File: config.mk
export PLATFORM = sky130hd
export DESIGN_NAME = double_pulse_driver_flat
export DESIGN_NICKNAME = d
export VERILOG_FILES = /design/src/rtl/double_pulse_driver_if.sv /design/src/rtl/double_pulse_driver.sv /design/src/flat_wrapper.sv
export SDC_FILE = /design/constraint.sdc
export NUM_CORES = 1
export LEC_CHECK = 0
export ABC_AREA = 0
export BUFFER_PORTS_ARGS = -buffer_cell sky130_fd_sc_hd__buf_2
export CAP_MARGIN = 20
export CORE_MARGIN = 1.5
export CORE_UTILIZATION = 28
export DETAILED_ROUTE_END_ITERATION = 8
export SLEW_MARGIN = 20
export SYNTH_ARGS = -nofsm -noshare
export SYNTH_HDL_FRONTEND = slang
export SYNTH_SLANG_ARGS = --single-unit
File: constraint.sdc
create_clock -name clk -period 2.9 [get_ports clk]
set_clock_uncertainty 0.05 [all_clocks]
set_input_delay 0.145 -clock clk [delete_from_list [all_inputs] [get_ports clk]]
set_output_delay 0.145 -clock clk [all_outputs]
set_load 0.05 [all_outputs]
File: src/rtl/double_pulse_driver_if.sv
// Gate-drive request/response bundle for one switch leg of the double-pulse driver.
// The master side is the sequence requester; the slave side is the driver.
interface double_pulse_driver_if;
  logic enable;
  logic TEM;
  logic K1;
  logic K2;

  modport master (
    output enable,
    output TEM,
    input  K1,
    input  K2
  );

  modport slave (
    input  enable,
    input  TEM,
    output K1,
    output K2
  );
endinterface

File: src/rtl/double_pulse_driver.sv
// Single-shot double-pulse gate-drive sequencer with dead-time interlock and
// over-temperature inhibit, plus a standalone interlock checker.
module double_pulse_driver #(
  parameter int unsigned ARM_CYC  = 4000,
  parameter int unsigned P1_CYC   = 400,
  parameter int unsigned GAP_CYC  = 200,
  parameter int unsigned P2_CYC   = 200,
  parameter int unsigned DEAD_CYC = 20
) (
  input  logic                  clk,
  input  logic                  rst,
  double_pulse_driver_if.slave  bus
);

  localparam logic [15:0] ARM_LAST = 16'(ARM_CYC - 32'd1);
  localparam logic [15:0] P1_LAST  = 16'(P1_CYC - 32'd1);
  localparam logic [15:0] GAP_LAST = 16'(GAP_CYC - 32'd1);
  localparam logic [15:0] P2_LAST  = 16'(P2_CYC - 32'd1);
  // K2 window inside the gap; empty when the gap cannot hold two dead times.
  localparam bit          K2_EN    = (GAP_CYC > (32'd2 * DEAD_CYC));
  localparam logic [15:0] K2_FIRST = 16'(DEAD_CYC);
  localparam logic [15:0] K2_LAST  = K2_EN ? 16'(GAP_CYC - DEAD_CYC - 32'd1) : 16'd0;

  typedef enum logic [2:0] {
    ST_IDLE   = 3'd0,
    ST_ARM    = 3'd1,
    ST_PULSE1 = 3'd2,
    ST_GAP    = 3'd3,
    ST_PULSE2 = 3'd4,
    ST_DONE   = 3'd5,
    ST_FAULT  = 3'd6
  } state_t;

  logic        tem_meta_r;
  logic        tem_sync_r;
  logic        tem_s;
  state_t      state_r;
  state_t      state_nx_s;
  logic [15:0] count_r;
  logic [15:0] count_nx_s;
  logic        k1_r;
  logic        k2_r;
  logic        k1_nx_s;
  logic        k2_nx_s;

  function automatic logic [15:0] sat_inc(input logic [15:0] v);
    if (v == 16'hFFFF) begin
      return v;
    end else begin
      return v + 16'd1;
    end
  endfunction

  function automatic logic in_k2_window(input logic [15:0] v);
    if (K2_EN) begin
      return (v >= K2_FIRST) && (v <= K2_LAST);
    end else begin
      return 1'b0;
    end
  endfunction

  assign tem_s = tem_sync_r;

  // Two-flop synchroniser for the asynchronous over-temperature input.
  always_ff @(posedge clk or posedge rst) begin
    if (rst) begin
      tem_meta_r <= 1'b0;
      tem_sync_r <= 1'b0;
    end else begin
      tem_meta_r <= bus.TEM;
      tem_sync_r <= tem_meta_r;
    end
  end

  // State and phase counter registers.
  always_ff @(posedge clk or posedge rst) begin
    if (rst) begin
      state_r <= ST_IDLE;
      count_r <= 16'd0;
    end else begin
      state_r <= state_nx_s;
      count_r <= count_nx_s;
    end
  end

  // Next-state logic; the fault check wraps the case so it beats every other transition.
  always_comb begin
    state_nx_s = state_r;
    count_nx_s = count_r;
    if (tem_s && (state_r != ST_FAULT)) begin
      state_nx_s = ST_FAULT;
      count_nx_s = 16'd0;
    end else begin
      case (state_r)
        ST_IDLE: begin
          if (bus.enable) begin
            state_nx_s = ST_ARM;
            count_nx_s = 16'd0;
          end else begin
            state_nx_s = ST_IDLE;
            count_nx_s = 16'd0;
          end
        end
        ST_ARM: begin
          if (!bus.enable) begin
            state_nx_s = ST_IDLE;
            count_nx_s = 16'd0;
          end else if (count_r == ARM_LAST) begin
            state_nx_s = ST_PULSE1;
            count_nx_s = 16'd0;
          end else begin
            count_nx_s = sat_inc(count_r);
          end
        end
        ST_PULSE1: begin
          if (!bus.enable) begin
            state_nx_s = ST_IDLE;
            count_nx_s = 16'd0;
          end else if (count_r == P1_LAST) begin
            state_nx_s = ST_GAP;
            count_nx_s = 16'd0;
          end else begin
            count_nx_s = sat_inc(count_r);
          end
        end
        ST_GAP: begin
          if (!bus.enable) begin
            state_nx_s = ST_IDLE;
            count_nx_s = 16'd0;
          end else if (count_r == GAP_LAST) begin
            state_nx_s = ST_PULSE2;
            count_nx_s = 16'd0;
          end else begin
            count_nx_s = sat_inc(count_r);
          end
        end
        ST_PULSE2: begin
          if (!bus.enable) begin
            state_nx_s = ST_IDLE;
            count_nx_s = 16'd0;
          end else if (count_r == P2_LAST) begin
            state_nx_s = ST_DONE;
            count_nx_s = 16'd0;
          end else begin
            count_nx_s = sat_inc(count_r);
          end
        end
        ST_DONE: begin
          if (!bus.enable) begin
            state_nx_s = ST_IDLE;
          end else begin
            state_nx_s = ST_DONE;
          end
          count_nx_s = 16'd0;
        end
        ST_FAULT: begin
          if (!tem_s && !bus.enable) begin
            state_nx_s = ST_IDLE;
          end else begin
            state_nx_s = ST_FAULT;
          end
          count_nx_s = 16'd0;
        end
        default: begin
          state_nx_s = ST_IDLE;
          count_nx_s = 16'd0;
        end
      endcase
    end
  end

  // Gate decode from the next state so the registered outputs line up with the state.
  always_comb begin
    k1_nx_s = 1'b0;
    k2_nx_s = 1'b0;
    if ((state_nx_s == ST_PULSE1) || (state_nx_s == ST_PULSE2)) begin
      k1_nx_s = 1'b1;
    end else begin
      k1_nx_s = 1'b0;
    end
    if ((state_nx_s == ST_GAP) && in_k2_window(count_nx_s) && !k1_nx_s) begin
      k2_nx_s = 1'b1;
    end else begin
      k2_nx_s = 1'b0;
    end
  end

  // Gate output registers.
  always_ff @(posedge clk or posedge rst) begin
    if (rst) begin
      k1_r <= 1'b0;
      k2_r <= 1'b0;
    end else begin
      k1_r <= k1_nx_s;
      k2_r <= k2_nx_s;
    end
  end

  assign bus.K1 = k1_r;
  assign bus.K2 = k2_r;

endmodule


File: src/flat_wrapper.sv
// flat-port wrapper written by rule: the top's interface ports become plain ports
module double_pulse_driver_flat 
#(
  parameter int unsigned ARM_CYC  = 4000,
  parameter int unsigned P1_CYC   = 400,
  parameter int unsigned GAP_CYC  = 200,
  parameter int unsigned P2_CYC   = 200,
  parameter int unsigned DEAD_CYC = 20
)
  (clk, rst, bus_enable, bus_TEM, bus_K1, bus_K2);
  double_pulse_driver_if bus_i ();
  input  logic clk;
  input  logic rst;
  input wire logic [$bits(bus_i.enable)-1:0] bus_enable;
  input wire logic [$bits(bus_i.TEM)-1:0] bus_TEM;
  output wire logic [$bits(bus_i.K1)-1:0] bus_K1;
  output wire logic [$bits(bus_i.K2)-1:0] bus_K2;
  assign bus_i.enable = bus_enable;
  assign bus_i.TEM = bus_TEM;
  assign bus_K1 = bus_i.K1;
  assign bus_K2 = bus_i.K2;
  double_pulse_driver #(.ARM_CYC(ARM_CYC), .P1_CYC(P1_CYC), .GAP_CYC(GAP_CYC), .P2_CYC(P2_CYC), .DEAD_CYC(DEAD_CYC)) u_core (.clk(clk), .rst(rst), .bus(bus_i));
endmodule
==> summary.md, run 1 <==
| Metric | Value |
|---|---|
| Fin worst setup slack | `around 0.33 ns` |
| Most common library cells after synthesis | `25 x nor2_1, 23 x dfrtp_1, 17 x nand2_1, 9 x nand3_1, 8 x buf_2` |
| Register area share after synthesis | `34.3%` |
| Number of synthesized flops with an enable pin | `0` |
| Synth area leaders | `dfrtp_1 34%, nor2_1 5.6%, nand2_1 3.8%` |
| CTS tree | `built` |
| 1st-iter DRT viols | `60` |
| Final Hold Fails | `19` |
| Final net count | `199` |
| N_diodes | `0` |
| Max rail drop VDD | `0.197 mV` |
| Outcome | `finished, violations left` |
| Max incr delay on CP | `0.65 ns` |
| Ys async rst share | `100%` |
| Slowest CP cell | `or4b_2` |
| Failing checks | `hold timing` |
| Crit path DAT | `2.70 ns` |
| CTS Sinks | `23` |
| Final core utilization | `31.4%` |
| Largest net degree at the start of global routing | `24` |
| Synth area leader | `dfrtp_1` |
| Grt total ovfl | `0` |
| Post-CTS Resized | `0` |
| Fin Setup TNS | `0 ns` |
| CP Class | `flip-flop to flip-flop` |
| Least-Margin Pin Slew | `0.884 ns` |
| Global-route wire length before repair | `6.51 mm` |
| Drt drc | `0` |
| Yosys reg bits | `23` |
| Most common cell in the netlist | `nor2_1` |
| TritonCTS buffer count | `3` |
| Area growth from synthesis to final layout | `9.23%` |
| I/O pins | `6` |
| Die W | `80.5 um` |
| Die footprint | `roughly 6500 sq um` |
| FMAX | `390 MHz` |
| Unrepaired setup endpoints after global routing | `no` |
| Crit. End Element | `flip-flop` |
| Via density | `5.15` |
| Worst-path clk slew | `0.09 ns` |
| Lkg Pwr | `0.679 nW` |
| Initial Utilization | `28.7%` |
| Num rows | `28` |
| Synth Cell Area | `around 1700 sq um` |
| Synth unique cells | `57` |
| Port-buffer cells | `5` |
| Synth warn | `0` |
| Post-DRT Antenna Nets | `0` |
| Fin Hold WS | `-0.0135 ns` |
| Drt wl/cell | `about 14 um` |
| Max-Cap Viols | `0` |
| Synth Instances | `190` |
| CP Max Fanout | `6` |
| Syn Area/Cell | `8.84 sq um` |
| Hold-fix buffers at CTS | `1` |
| Clock root buffer | `clkbuf_8` |
| Startpoint Class | `flip-flop` |
| Post-synth top area share | `34.3%` |
| Vias in the first global route | `1385` |
| Clk_lat worst skew | `approximately 0.28 ns` |
| Core Box Area | `5850 sq um` |
| H-tree Lvls | `1` |
| Layout cells sized above 1 | `16.6%` |
| Final Wtd Congestion | `0.831` |
| Final setup fails | `0` |
| Critical-path cell list | `ha_1, nand3_1, or4b_2, o221ai_1, and4bb_2, nand4_1, a2111oi_2` |
| Pwr Total | `between 0.6 and 0.7 mW` |
| Routed via count | `1379` |
| CP required | `just over 3 ns` |
| Top_reg_cell synth | `dfrtp_1` |
| DRT Pass-1 Iters | `4` |
| Net count after synthesis | `about 200` |
| Slew margin rel. | `41.0%` |
| Slew Limit Fails | `0` |
| Initial antenna violation count | `0` |
| Period minus WS final | `2.57 ns` |
| Die Y | `80.5 um` |
| DPL Wire Length | `2.79 mm` |
| Pre-CTS setup slack | `around 0.34 ns` |
| All-Layer GR Usage | `about an eighth` |
| Max Root-Sink Buffers | `2` |
| Worst Hold Class | `primary input to asynchronous set/reset pin` |
| Final worst-path cycle share | `around nine tenths` |
| Pwr Density | `328 nW/um^2` |
| Total Routed Length | `roughly 3.8 mm` |
| Post-CTS Setup Inserts | `0` |
## cells by family after synthesis
family / Yosys count / synth area share, %
AOI/OAI and AO/OA: 33 / 14.6
DFF: 23 / 34.3
buffers and inverters: 18 / 5.36
and+or+nand+nor: 99 / 36.1
xor gates and xnor gates: 9 / 4.69
adders and majority gates: 1 / 0.744
muxes: 7 / 4.24
## final cells by class
cell class              count  area (sq um)
inverters                   4          15.0
multi-input cells         149          1010
repair buffers             13          87.6
fillers                   614          4020
flip-flops and latches     23           576
clock inverters             1          7.51
well taps                  75          93.8
clock buffers               3          41.3
## state kept, by name, indices dropped and copies added, names as in the netlist
name               count
u_core.bus.K1          1
u_core.tem_meta_r      1
u_core.bus.K2          1
u_core.state_r         3
u_core.tem_s           1
u_core.count_r        16
## where the power goes
group	switching [mW]	internal, mW	leakage, nW
clock network	0.116	0.0977	0.0217
registers	0.00882	0.326	0.309
logic	0.0336	0.0197	0.348
total	0.158	0.444	0.679
## final timing paths
kind,startpoint,endpoint,slack (ns),depth (start not counted)
max,u_core.count_r[0]$_DFF_PP0_,u_core.bus.K2$_DFF_PP0_,0.33,7
min,rst,u_core.count_r[4]$_DFF_PP0_,-0.01,2
max reg2reg,u_core.count_r[0]$_DFF_PP0_,u_core.bus.K2$_DFF_PP0_,0.33,7
min reg2reg,u_core.tem_meta_r$_DFF_PP0_,u_core.tem_s$_DFF_PP0_,0.31,0
max in group asynchronous,rst,u_core.count_r[11]$_DFF_PP0_,2.26,2
min in group clk,bus_enable,u_core.state_r[1]$_DFF_PP0_,0.12,3
## routing by layer
layer  up-vias  GRT usage [%]  share of wire, %
li1        704              -                 -
met1       647           16.8                48
met2        23           21.5                46
met3         5           1.82               4.0
met4         0           6.38               2.2
met5         -              0                 0
## through the flow
stage               std cells  area [sq um]
global route              268          1840
CTS                       268          1840
floorplan                 190          1680
detailed placement        263          1780
finish                    268          1840
global placement          263          1780
## cells in the final DEF, fill, tap and decap left out, types with 2 or more instances in the layout
master	n
o21bai_1	2
o21ai_0	5
nor4_4	2
nor3_1	6
nand3_1	9
and2_1	2
nand2b_1	4
o31ai_1	4
xor2_1	3
buf_2	5
and3_1	3
nor2_1	25
clkbuf_8	3
dfrtp_1	23
nand4_1	5
a31oi_1	2
mux2i_1	6
xnor2_1	6
or3b_2	3
a21oi_1	7
nand2_1	17
nor2b_1	2
nor4_1	6
inv_1	4
buf_4	7
## critical path: cells and delay by family (launching register included)
kind	cells	cell delay (ns)
AND/OR/NAND/NOR	4	1.22
AO/OA/AOI/OAI	2	0.47
flip-flops	1	0.43
adder cells (fa/ha/maj)	1	0.32
(Power assumes the default switching activity.)
==> run 2: changes to the inputs <==
==> constraint.sdc (replaced) <==
create_clock -name clk -period 2.59 [get_ports clk]
set_clock_uncertainty 0.05 [all_clocks]
set_input_delay 0.1295 -clock clk [delete_from_list [all_inputs] [get_ports clk]]
set_output_delay 0.1295 -clock clk [all_outputs]
set_load 0.05 [all_outputs]
==> run 2 against run 1 <==
  * The flow still finishes with violations (hold timing)
  * First-iteration DRC count is 77% higher
  * Fmax is 4.7% higher
  * Clock power is 7% higher
  * Critical path depth unchanged
  * Final area is 5.5% higher
  * Combinational power increased by 15%
  * Global-route usage up 0.21 points
  * Non-clock buffer count rose by 11
  * Count of clock-buffer cells in the layout increased by 1
  * Critical path type unchanged
  * Die area is the same
  * Flip-flop and latch count stayed put
  * Power rose by 10%
  * Largest power group unchanged
==> summary.md, run 2 (synthesis gave the netlist of run 1 again) <==
| Metric | Value |
|---|---|
| Startpoint Class | `flip-flop` |
| Crit path DAT | `about 2.6 ns` |
| Most frequent cells in the layout | `25 x nor2_1, 20 x dfrtp_1, 18 x buf_4` |
| Outcome | `finished, violations left` |
| Core Box Area | `5850 sq um` |
| Drt wl/cell | `14.2 um` |
| Grt met2 use | `21.4%` |
| Die W | `around 80 um` |
| Buf/Inv on CP | `1` |
| Area growth from synthesis to final layout | `15.2%` |
| Layout cells sized above 1 | `23.0%` |
| GR Layer Usage met1 | `18.0%` |
| Die footprint | `6480 sq um` |
| Final worst-path cycle share | `about 95%` |
| Pwr Total | `0.664 mW` |
| Worst-path clk slew | `about 0.080 ns` |
| Slew Limit Fails | `0` |
| Max Root-Sink Buffers | `2` |
| Final net count | `210` |
| Pwr Density | `between 300 and 400 nW/um^2` |
| 1st-iter DRT viols | `106` |
| Initial antenna violation count | `0` |
| Max-Cap Viols | `0` |
| Clock root buffer | `clkbuf_8` |
| CP Max Fanout | `5` |
| Reg2Reg Depth | `7` |
| Clk pwr share | `around a third` |
| Final Wtd Congestion | `0.821` |
| Worst Hold Class | `primary input to asynchronous set/reset pin` |
| CTS tree | `built` |
| Failing checks | `hold timing` |
| Cell-internal power | `roughly 0.50 mW` |
| Most common cell after layout, fill and taps aside | `nor2_1` |
| Final setup fails | `0` |
| Worst path top cell family by delay | `compound AO/OA/AOI/OAI gates` |
| CP required | `2.71 ns` |
| Die Y | `around 80 um` |
| CTS Sinks | `23` |
| Max incr delay on CP | `0.42 ns` |
| Sw Ratio | `25.0%` |
| Largest net degree at the start of global routing | `24` |
| NetSw | `0.166 mW` |
| Initial Utilization | `28.7%` |
| Fin worst setup slack | `between 0.1 and 0.15 ns` |
| Max FFs per register | `16` |
| GRT Max-Usage Layer | `met2` |
| Pre-CTS setup slack | `0.0574 ns` |
| Port-buffer cells | `5` |
| H-tree Lvls | `1` |
| DP Cell Count | `270` |
| Critical path depth | `7` |
| I/O pins | `6` |
| Gate power share | `9.2%` |
| Critical-path cell list | `nand4_1, buf_4, nor4_4, nor3_1, a211o_1, o311a_1, a2111oi_2` |
| TritonCTS buffer count | `3` |
| CP Class | `flip-flop to flip-flop` |
| N_diodes | `0` |
| Fin Hold WS | `-0.0140 ns` |
| DRT Pass-1 Iters | `4` |
| Layout Cells excl Fill | `279` |
| Grt total ovfl | `0` |
| Num rows | `28` |
| Reg with most FFs | `u_core.count_r` |
| DPL Wire Length | `2.86 mm` |
| Fillers | `about 600` |
| Least-Margin Pin Slew | `about 0.9 ns` |
| Via density | `5.30` |
| Sequential Power Share | `56.4%` |
| All-Layer GR Usage | `13.3%` |
| Slowest CP cell | `dfrtp_1` |
| Routed via count | `approximately 1.5k` |
| Lkg Pwr | `0.726 nW` |
| Largest regs | `u_core.count_r: 16 flops, u_core.state_r: 3 flops` |
| FMAX | `408 MHz` |
| Clk_lat worst skew | `0.27 ns` |
| Final Hold Fails | `23` |
| Global-route wire length before repair | `~6.8 mm` |
| Crit. End Element | `flip-flop` |
| Post-DRT Antenna Nets | `0` |
| Period minus WS final | `between 2 and 2.5 ns` |
| Max rail drop VDD | `0.184 mV` |
| GRT met3 Usage | `1.82%` |
| Drt drc | `0` |
| Total Routed Length | `3.98 mm` |
| Slew margin rel. | `40.6%` |
| Vias in the first global route | `1420` |
-- run 2: worst register-to-register path, cell delays in order (launching register included) --
cell and delay [ns]:
dfrtp_1 0.42, nand4_1 0.23, buf_4 0.22, nor4_4 0.39, nor3_1 0.09, a211o_1 0.32, o311a_1 0.31, a2111oi_2 0.32
-- run 2: stage by stage --
| stage | hold WS (ns) | TNS, ns | area [sq um] | utilization, % |
|---|---|---|---|---|
| global route | 0.0755 | -0.0279 | 1940 | 33.1 |
| detailed placement | 0.194 | 0 | 1830 | 31.3 |
| CTS | 0.0201 | 0 | 1880 | 32.2 |
| floorplan | 0.0814 | 0 | 1680 | - |
| global placement | 0.189 | 0 | 1830 | 31.3 |
| finish | -0.0140 | 0 | 1940 | 33.1 |
-- run 2: path summary, 6_finish.rpt --
path / startpoint / endpoint / slack (ns)
worst max-delay path: u_core.count_r[10]$_DFF_PP0_ / u_core.bus.K2$_DFF_PP0_ / 0.14
max in group asynchronous: rst / u_core.count_r[1]$_DFF_PP0_ / 1.90
worst max register to register: u_core.count_r[10]$_DFF_PP0_ / u_core.bus.K2$_DFF_PP0_ / 0.14
worst min register to register: u_core.tem_meta_r$_DFF_PP0_ / u_core.tem_s$_DFF_PP0_ / 0.31
min in group clk: bus_enable / u_core.state_r[1]$_DFF_PP0_ / 0.10
worst min-delay path: rst / u_core.count_r[6]$_DFF_PP0_ / -0.01
-- run 2: metal layers --
layer	share of wire (%)	up-vias	routed length, um
li1	-	725	-
met2	48	28	1910
met5	0	-	0
met4	1.7	0	67
met1	46	718	1840
met3	3.9	7	155
-- run 2: final cells by class --
class	instances	area [sq um]	area share (%)
clock buffer	4	45.0	2.33
inverter	4	15.0	0.776
multi-input combinational	149	1030	53.3
sequential	23	579	29.9
tap	75	93.8	4.85
timing repair buffer	24	170	8.79
-- run 2: power by group through the flow --
stage                     registers [mW]  logic (mW)  clock network [mW]
after floorplan                    0.380      0.0432                   0
after global placement             0.381      0.0595                   0
after detailed placement           0.381      0.0603                   0
after CTS                          0.374      0.0617               0.238
after global routing               0.376      0.0695               0.250
final                              0.375      0.0613               0.228
-- run 2: repair_timing --
| item | in CTS | in global routing |
|---|---|---|
| resized for setup | 0 | 6 |
| setup endpoints to repair | 0 | 1 |
| hold buffers | 1 | 0 |
| endpoints found under the hold margin | 1 | 0 |
| setup buffers | 0 | 4 |
==> run 3: changes to the inputs <==
--- a/config.mk
+++ b/config.mk
@@ -8,6 +8,7 @@
 export ABC_AREA = 0
 export BUFFER_PORTS_ARGS = -buffer_cell sky130_fd_sc_hd__buf_2
 export CAP_MARGIN = 20
+export CORE_ASPECT_RATIO = 0.7
 export CORE_MARGIN = 1.5
 export CORE_UTILIZATION = 28
 export DETAILED_ROUTE_END_ITERATION = 8
==> run 3 against run 2 <==
  * Largest cell class unchanged
  * Die area increased by 0.11%
  * Global-route usage rose by 0.83 points
  * Sequential share of layout area is 0.76 points lower
  * Critical path type unchanged
  * Largest power group unchanged
  * The run now ends clean
  * Register-to-register slack better by 0.04 ns
==> summary.md, run 3 (synthesis gave the netlist of run 1 again) <==
| Metric | Value |
|---|---|
| Clk_lat worst skew | `0.27 ns` |
| Crit path DAT | `2.52 ns` |
| Gate power share | `10.1%` |
| CTS tree | `built` |
| 1st-iter DRT viols | `104` |
| Sw Ratio | `25.8%` |
| Final Wtd Congestion | `0.821` |
| Drt drc | `0` |
| DPL Wire Length | `3.20 mm` |
| CP required | `2.70 ns` |
| Largest regs | `u_core.count_r: 16 flops, u_core.state_r: 3 flops` |
| Fillers | `586` |
| Final net count | `between 200 and 250` |
| H-tree Lvls | `1` |
| Via density | `roughly 5.3` |
| Period minus WS final | `2.41 ns` |
| Max Root-Sink Buffers | `2` |
| Pwr Density | `~340 nW/um^2` |
| Clock root buffer | `clkbuf_8` |
| Buf/Inv on CP | `0` |
| Reg2Reg Depth | `6` |
| Most common cell after layout, fill and taps aside | `nor2_1` |
| Worst path top cell family by delay | `compound AO/OA/AOI/OAI gates` |
| Largest net degree at the start of global routing | `24` |
| Worst-path clk slew | `0.09 ns` |
| Area growth from synthesis to final layout | `18.5%` |
| I/O pins | `6` |
| Fin worst setup slack | `0.180 ns` |
| Max-Cap Viols | `0` |
| Reg2reg setup slack | `between 0.15 and 0.2 ns` |
| Die Y | `67.8 um` |
| RR Endpoint | `u_core.bus.K2$_DFF_PP0_` |
| Cell-internal power | `about 0.50 mW` |
| Slew margin rel. | `between 60% and 70%` |
| Sequential Power Share | `55.4%` |
| Reg with most FFs | `u_core.count_r` |
| Max FFs per register | `16` |
| Most frequent cells in the layout | `25 x nor2_1, 19 x buf_4, 19 x dfrtp_1` |
| Final core utilization | `34.6%` |
| Slowest CP cell | `nor4_4` |
| Hold Startpoint | `bus_enable` |
| DRT Pass-1 Iters | `4` |
| Clk pwr share | `34.4%` |
| Num rows | `23` |
| Min-Delay Path Depth | `3` |
| Final Hold Fails | `0` |
| Routed via count | `1488` |
| Critical-path cell list | `nand4_1, nor4_4, nor3_1, a211o_1, o311a_1, a2111oi_2` |
| Total Routed Length | `4.18 mm` |
| Die footprint | `6480 sq um` |
| Max incr delay on CP | `0.47 ns` |
| Least-Margin Pin Slew | `approximately 0.52 ns` |
| N_diodes | `0` |
| Worst Hold Class | `primary input to flip-flop` |
| Initial antenna violation count | `0` |
| CTS Sinks | `23` |
| Pwr Total | `between 0.6 and 0.7 mW` |
| R2r startpoint | `u_core.count_r[11]$_DFF_PP0_` |
| Layout cells sized above 1 | `25.5%` |
| Global-route wire length before repair | `~7 mm` |
| Vias in the first global route | `1352` |
| Lkg Pwr | `0.752 nW` |
| Pre-CTS setup slack | `0.0790 ns` |
| TritonCTS buffer count | `3` |
| All-Layer GR Usage | `approximately 14%` |
| NetSw | `between 0.15 and 0.2 mW` |
| Final setup fails | `0` |
| Drt wl/cell | `~15 um` |
| Post-DRT Antenna Nets | `0` |
| Slew Limit Fails | `0` |
| Fin Setup TNS | `0 ns` |
| Grt total ovfl | `0` |
| CP Class | `flip-flop to flip-flop` |
| Port-buffer cells | `5` |
| Core Box Area | `roughly 5800 sq um` |
| Worst hold endpoint | `u_core.state_r[1]$_DFF_PP0_` |
| Die W | `95.6 um` |
| Initial Utilization | `approximately 30%` |
| Outcome | `finished, final reports clean` |
| Final worst-path cycle share | `93.0%` |
| Crit. End Element | `flip-flop` |
| Startpoint Class | `flip-flop` |
| FMAX | `415 MHz` |
| Max rail drop VDD | `0.212 mV` |
| CP Max Fanout | `5` |
-- run 3: cell count changes in the layout (fill, tap and decap cells not counted), sizes merged --
cell | previous run | this run
dlygate4sd3 | 1 | 2
clkbuf | 4 | 3
buf | 23 | 26
clkinv | 0 | 1
-- run 3: how the worst max path moves through the flow --
stage / from / to / slack (ns) / cells after the start
after floorplan: u_core.count_r[0]$_DFF_PP0_ / u_core.bus.K2$_DFF_PP0_ / 0.26 / 7
after global placement: u_core.count_r[1]$_DFF_PP0_ / u_core.bus.K2$_DFF_PP0_ / 0.18 / 7
after detailed placement: u_core.count_r[1]$_DFF_PP0_ / u_core.bus.K2$_DFF_PP0_ / 0.08 / 7
after CTS: u_core.count_r[1]$_DFF_PP0_ / u_core.bus.K2$_DFF_PP0_ / 0.04 / 7
after global routing: u_core.count_r[0]$_DFF_PP0_ / u_core.bus.K2$_DFF_PP0_ / -0.001 / 7
final: u_core.count_r[11]$_DFF_PP0_ / u_core.bus.K2$_DFF_PP0_ / 0.18 / 6
-- run 3: worst register-to-register path, stage by stage (launching register included) --
cell and delay [ns]:
dfrtp_1 0.41, nand4_1 0.29, nor4_4 0.47, nor3_1 0.09
a211o_1 0.31, o311a_1 0.32, a2111oi_2 0.36
-- run 3: metrics by stage --
stage,hold slack (ns),std cells,instance area (sq um)
CTS,0.0264,280,1920
detailed placement,0.189,275,1870
finish,0.0850,283,1990
floorplan,0.0814,190,1680
global route,0.121,283,1990
global placement,0.189,275,1870
-- run 3: final cells by class --
cell class,instances,area [sq um],share of cell area (%)
repair buffers,28,214,10.7
multi-input cells,149,1040,52.3
well taps,75,93.8,4.71
inverters,4,15.0,0.754
clock buffers,3,41.3,2.07
flip-flops and latches,23,581,29.2
clock inverters,1,5.00,0.251
-- run 3: timing repair --
action                     CTS  global route
hold endpoints to repair     1            10
setup buffers                0             1
setup endpoints to repair    0             1
gates resized for setup      0             9
hold buffers                 1             1
-- run 3: power by group through the flow --
stage | Combinational, mW | Sequential (mW) | Clock, mW
after floorplan | 0.0432 | 0.380 | 0
after global placement | 0.0639 | 0.381 | 0
after detailed placement | 0.0635 | 0.381 | 0
after CTS | 0.0648 | 0.374 | 0.239
after global routing | 0.0780 | 0.376 | 0.256
final | 0.0685 | 0.375 | 0.233
-- run 3: per-layer routing --
layer / vias to the layer above / part of all wire, % / track usage, %
li1: 731 / - / -
met1: 723 / 56 / 22.7
met2: 32 / 38 / 18.8
met3: 2 / 6.0 / 3.67
met4: 0 / 0.29 / 1.65
met5: - / 0 / 0
